===== src/rtl/fifo_pkg.sv =====
// fifo_pkg
// Shared definitions for the asynchronous FIFO pointer/status blocks.
//   AE_LEVEL_DEFAULT : default almost-empty threshold
//   width_mask()     : all-ones mask of the requested width
//   bin2gray()       : binary to Gray code, width given by argument
//   gray2bin()       : Gray code to binary, width given by argument
// The conversion functions work on a 32-bit container. Bits above the
// requested width are forced to zero, so one function serves every
// pointer width up to 32.
package fifo_pkg;

    localparam int unsigned AE_LEVEL_DEFAULT = 4;

    function automatic logic [31:0] width_mask(input int unsigned w);
        logic [31:0] m;
        m = '0;
        for (int unsigned i = 0; i < w; i++) begin
            m = {m[30:0], 1'b1};
        end
        return m;
    endfunction

    function automatic logic [31:0] bin2gray(input logic [31:0] bin, input int unsigned w);
        logic [31:0] b;
        b = bin & width_mask(w);
        return b ^ (b >> 1);
    endfunction

    // Each binary bit is the XOR of all Gray bits at or above it.
    // Accumulating right-shifted copies builds that prefix in one pass.
    function automatic logic [31:0] gray2bin(input logic [31:0] gray, input int unsigned w);
        logic [31:0] g;
        logic [31:0] b;
        g = gray & width_mask(w);
        b = g;
        for (int unsigned i = 1; i < w; i++) begin
            b = b ^ (g >> i);
        end
        return b;
    endfunction

endpackage


===== src/rtl/fifo_gray2bin.sv =====
// fifo_gray2bin
// Purely combinational Gray-to-binary converter (XOR prefix from the MSB).
// It is shared by the read-side and write-side status blocks.
//   i_gray : W-bit Gray-coded value
//   o_bin  : W-bit binary equivalent
module fifo_gray2bin #(
    parameter int unsigned W = 4
) (
    input  logic [W-1:0] i_gray,
    output logic [W-1:0] o_bin
);

    always_comb begin
        o_bin = i_gray;
        for (int unsigned i = 1; i < W; i++) begin
            o_bin = o_bin ^ (i_gray >> i);
        end
    end

endmodule


===== src/rtl/read_ptr_status.sv =====
// read_ptr_status
// Read-domain pointer and status logic for the asynchronous FIFO.
// It holds the binary read address and the Gray read pointer. From the
// synchronised Gray write pointer it derives registered empty, fill level,
// almost-empty and underflow flags, and it drives the RAM read enable
// together with a matching data-valid strobe.
//   rd_clk, rd_rstn   : read clock, async active-low reset
//   rd_en, clr_err    : read request, sticky-underflow clear
//   wr_ptr_sync       : Gray write pointer already synchronised to rd_clk
//   rd_addr, rd_ptr   : binary read address (low bits to RAM), Gray pointer
//   rd_fire           : RAM read enable (rd_en qualified by !empty)
//   rd_data_valid     : RAM output valid, one cycle after rd_fire
//   empty, almost_empty, rd_level : occupancy status
//   underflow, underflow_sticky   : read-while-empty pulse and latch
module read_ptr_status
    import fifo_pkg::*;
#(
    parameter int unsigned ADDR_WIDTH = 8,
    parameter int unsigned AE_LEVEL   = AE_LEVEL_DEFAULT
) (
    input  logic                  rd_clk,
    input  logic                  rd_rstn,
    input  logic                  rd_en,
    input  logic                  clr_err,
    input  logic [ADDR_WIDTH:0]   wr_ptr_sync,
    output logic [ADDR_WIDTH:0]   rd_addr,
    output logic [ADDR_WIDTH:0]   rd_ptr,
    output logic                  rd_fire,
    output logic                  rd_data_valid,
    output logic                  empty,
    output logic                  almost_empty,
    output logic [ADDR_WIDTH:0]   rd_level,
    output logic                  underflow,
    output logic                  underflow_sticky
);

    localparam int unsigned      PTR_W     = ADDR_WIDTH + 1;
    localparam logic [PTR_W-1:0] AE_THRESH = PTR_W'(AE_LEVEL);

    logic [PTR_W-1:0] r_rd_addr;
    logic [PTR_W-1:0] r_rd_ptr;
    logic [PTR_W-1:0] r_rd_level;
    logic             r_empty;
    logic             r_almost_empty;
    logic             r_rd_data_valid;
    logic             r_underflow;
    logic             r_underflow_sticky;

    logic             w_rd_fire;
    logic [PTR_W-1:0] w_rd_addr_next;
    logic [PTR_W-1:0] w_rd_ptr_next;
    logic [PTR_W-1:0] w_wr_bin;
    logic [PTR_W-1:0] w_level_next;
    logic             w_empty_next;
    logic             w_almost_empty_next;
    logic             w_underflow_next;

    fifo_gray2bin #(.W(PTR_W)) u_wr_gray2bin (
        .i_gray (wr_ptr_sync),
        .o_bin  (w_wr_bin)
    );

    // A read is honoured only against the registered empty flag. A read in
    // the cycle right after the last entry drains is therefore blocked.
    assign w_rd_fire      = rd_en & ~r_empty;
    assign w_rd_addr_next = r_rd_addr + PTR_W'(w_rd_fire);
    assign w_rd_ptr_next  = PTR_W'(bin2gray(32'(w_rd_addr_next), PTR_W));

    // Status is computed from the post-read pointer and the current write
    // pointer. A read and a write-pointer change in the same cycle then land
    // in one update. Modular subtraction absorbs the pointer wrap, and the
    // extra pointer bit lets a full FIFO read as 2**ADDR_WIDTH.
    assign w_level_next        = w_wr_bin - w_rd_addr_next;
    assign w_empty_next        = (wr_ptr_sync == w_rd_ptr_next);
    assign w_almost_empty_next = (w_level_next <= AE_THRESH);
    assign w_underflow_next    = rd_en & r_empty;

    // NOTE: state registers use non-blocking assignments so every flop samples
    // pre-edge values regardless of statement order.
    always_ff @(posedge rd_clk or negedge rd_rstn) begin
        if (!rd_rstn) begin
            r_rd_addr  <= '0;
            r_rd_ptr   <= '0;
            r_rd_level <= '0;
        end else begin
            r_rd_addr  <= w_rd_addr_next;
            r_rd_ptr   <= w_rd_ptr_next;
            r_rd_level <= w_level_next;
        end
    end

    always_ff @(posedge rd_clk or negedge rd_rstn) begin
        if (!rd_rstn) begin
            r_empty            <= 1'b1;
            r_almost_empty     <= 1'b1;
            r_rd_data_valid    <= 1'b0;
            r_underflow        <= 1'b0;
            r_underflow_sticky <= 1'b0;
        end else begin
            r_empty            <= w_empty_next;
            r_almost_empty     <= w_almost_empty_next;
            r_rd_data_valid    <= w_rd_fire;
            r_underflow        <= w_underflow_next;
            // A new underflow takes priority over a simultaneous clear.
            r_underflow_sticky <= w_underflow_next | (r_underflow_sticky & ~clr_err);
        end
    end

    assign rd_addr          = r_rd_addr;
    assign rd_ptr           = r_rd_ptr;
    assign rd_fire          = w_rd_fire;
    assign rd_data_valid    = r_rd_data_valid;
    assign empty            = r_empty;
    assign almost_empty     = r_almost_empty;
    assign rd_level         = r_rd_level;
    assign underflow        = r_underflow;
    assign underflow_sticky = r_underflow_sticky;

endmodule

===== config.mk =====
export PLATFORM = sky130hd
export DESIGN_NAME = read_ptr_status
export DESIGN_NICKNAME = d
export VERILOG_FILES = /design/src/rtl/fifo_pkg.sv /design/src/rtl/fifo_gray2bin.sv /design/src/rtl/read_ptr_status.sv
export SDC_FILE = /design/constraint.sdc
export NUM_CORES = 1
export LEC_CHECK = 0
export ABC_AREA = 1
export BUFFER_PORTS_ARGS = -buffer_cell sky130_fd_sc_hd__buf_2
export CAP_MARGIN = 20
export CORE_ASPECT_RATIO = 0.6
export CORE_UTILIZATION = 53
export DETAILED_ROUTE_END_ITERATION = 7
export HOLD_SLACK_MARGIN = 0.15
export PLACE_DENSITY = 0.79
export SLEW_MARGIN = 10
export SYNTH_ARGS = -nofsm -noshare
export SYNTH_HDL_FRONTEND = slang
export SYNTH_SLANG_ARGS = --single-unit

===== constraint.sdc =====
create_clock -name rd_clk -period 3.1 [get_ports rd_clk]
set_input_delay 0.155 -clock rd_clk [delete_from_list [all_inputs] [get_ports rd_clk]]
set_output_delay 0.155 -clock rd_clk [all_outputs]
set_load 0.05 [all_outputs]

==> flow_summary.json <==
{
  "fin_crit_sh_pct": 89.9,
  "synth_nets": 271,
  "hold_path.class": "input port to flip-flop",
  "via_per_inst": 4.92,
  "ant_nets": 0,
  "crit_path_start_kind": "input port",
  "fin_tns_setup_ns": 0,
  "hold-path-cell-count": 6,
  "rows": 16,
  "yosysSeqAreaShare_pct": 40.8,
  "area_growth_pct": 21.7,
  "cts_buffer_depth": 2,
  "first_pass_iters": 5,
  "min_from": "wr_ptr_sync[5]",
  "remaining_drc_errors": 0,
  "relSlewSlack_pct": 55.1,
  "end_kind": "flip-flop",
  "start_util_pct": 57.0,
  "cp_cell_sequence": "dlygate4sd3_1 -> buf_2 -> inv_1 -> nor2_2 -> ha_4 -> ha_2 -> inv_1 -> nand2_1 -> nand2_1 -> ha_2 -> nand3_1 -> nand2_1 -> nand2_1 -> nor2_1 -> nand2_1 -> nand3_1 -> nand2_1 -> nor2_1 -> nand2_1 -> nor2_1",
  "die-area_um2": 3850,
  "die_h_um": 48.4,
  "fin_skew_ns": 0.00647,
  "drt-initial-drc-count": 98,
  "synth_cells": 247,
  "regArea_um2": 778,
  "synth.ff_latch_count": 31,
  "hold_violations": 0,
  "mostFrequentLayoutCell": "nand2_1",
  "grt_max_degree": 32,
  "path_class": "input port to flip-flop",
  "timing.hold.ws_ns": 0.283,
  "r2r-start": "empty",
  "maxCapViolations": 0,
  "slew_violations": 0,
  "worst-endpoint-required_ns": 3.32,
  "grtUsageTotal_pct": 23.8,
  "fin_util_pct": 69.3,
  "post_cts_buffers": 0,
  "path_buf_inv": 4,
  "io_pins": 46,
  "cts_buffers": 5,
  "nets": 326,
  "syn_area_um2": 1910,
  "setup_viol": 0,
  "die_w_um": 79.4,
  "place.gp.congestion": 0.821,
  "final_layout_size_suffix_gt1_share_pct": 21.1,
  "vias": 1713,
  "yosys_warnings": 0,
  "fillCellCount": 267,
  "antenna_cells": 0,
  "crit_fanout": 6,
  "synth.distinct_cells": 23,
  "numClockSinks": 31,
  "grt_antenna_before_repair": 0,
  "grt.overflow.total": 0,
  "dp_hpwl_mm": 3.23,
  "path_delay_family": "simple AND/OR/NAND/NOR gates",
  "insertion_delay_ns": 0.28,
  "cts_tree": "done",
  "rr_endpoint": "almost_empty",
  "fmax_mhz": 359,
  "post-route-min-period_ns": 2.79,
  "min_to": "empty",
  "core_area_um2": 3340,
  "clockRootBuffer": "clkbuf_8",
  "cp_slowest_cell": "dlygate4sd3_1",
  "grt_first_pass_wirelength_mm": 6.89,
  "status": "complete, no violations",
  "syn_avg_cell_area_um2": 7.71,
  "tightest_slew_ns": 0.674,
  "rrSetupSlack_ns": 0.47,
  "port-buffer-count": 45,
  "clkTransAtPathRegs_ns": 0.06,
  "slowest_delay_ns": 0.53,
  "grt_pass1_vias": 1525,
  "wl_per_cell_um": 11.9,
  "htree_levels": 2,
  "rsz0062_at_grt": "no",
  "multiInputGateArea_um2": 982,
  "totalWireLength_mm": 4.16,
  "layout_common_cells": "77 x nand2_1, 45 x buf_2, 42 x inv_1",
  "critPathMostFrequentCell": "nand2_1",
  "r2r_cells": 17,
  "critical_path_arrival_ns": 3.00
}
## layer usage
| layer | share of wire (%) | routed length [um] | track usage [%] |
|---|---|---|---|
| met1 | 54 | 2240 | 35.7 |
| met2 | 39 | 1600 | 33.5 |
| met3 | 6.3 | 260 | 6.04 |
| met4 | 1.2 | 51 | 7.58 |
| met5 | 0 | 0 | 0 |
## timing repair
item	CTS	global route
endpoints found under the setup margin	0	1
resized for setup	0	5
endpoints found under the hold margin	32	0
hold buffers	3	0
## flip-flops by register name, indices dropped and copies added, names as in the netlist
signal            cells
rd_addr               9
rd_level              9
rd_ptr                8
almost_empty          1
empty                 1
rd_data_valid         1
underflow             1
underflow_sticky      1
## layout make-up
type                       instances  share of cell area [%]
tap                               45                    2.43
multi-input combinational        173                    42.4
clock inverter                     1                   0.216
clock buffer                       7                    3.29
inverter                          42                    6.80
sequential                        31                    33.6
timing repair buffer              49                    11.3
## synthesized netlist by cell type (all sizes together)
cell     n  area share, %
nand2   80             16
inv     42            8.3
dfrtp   29             38
nand3   23            6.0
nor2    18            3.7
xor2    16            7.7
ha      10            6.6
a21oi    6            1.6
xnor2    6            3.2
nand4    3           0.99
o21ai    3           0.79
dfstp    2            2.8
nand3b   2           0.79
o21bai   2           0.79
a21boi   1           0.39
a21o     1           0.39
buf      1           0.39
fa       1            1.1
o211ai   1           0.39
## through the flow
stage | setup slack (ns) | std cells | area, um^2
6_report | 0.313 | 348 | 2320
5_1_grt | 0.0102 | 348 | 2320
4_1_cts | 0.162 | 348 | 2300
3_5_place_dp | 0.345 | 337 | 2190
3_3_place_gp | 0.347 | 337 | 2190
2_1_floorplan | 0.0562 | 247 | 1910
## worst max path at each step
stage / startpoint / end / slack [ns] / cells after the start
finish: rd_en / almost_empty / 0.31 / 20
global route: rd_en / almost_empty / 0.01 / 20
CTS: rd_en / almost_empty / 0.16 / 19
detailed placement: empty / almost_empty / 0.35 / 16
global placement: empty / almost_empty / 0.35 / 16
floorplan: empty / almost_empty / 0.06 / 16
## worst min-delay path, cell delays in order
cell and delay (ns):
buf_2 0.11, nand3_1 0.08, nand2_1 0.06, nor2_1 0.03, nand2_1 0.06, nor2_1 0.06
## kinds of logic after synthesis
logic type / after synthesis / share of synthesized area [%]
and+or+nand+nor: 126 / 27.6
buffers and inverters: 43 / 8.67
DFF: 31 / 40.8
xor gates and xnor gates: 22 / 10.9
AOI/OAI and AO/OA: 14 / 4.33
adders and majority gates: 11 / 7.62
Power is left out: the tool's default activity adds up to more than one toggle a clock period on the data nets, which glitch-free logic cannot reach.
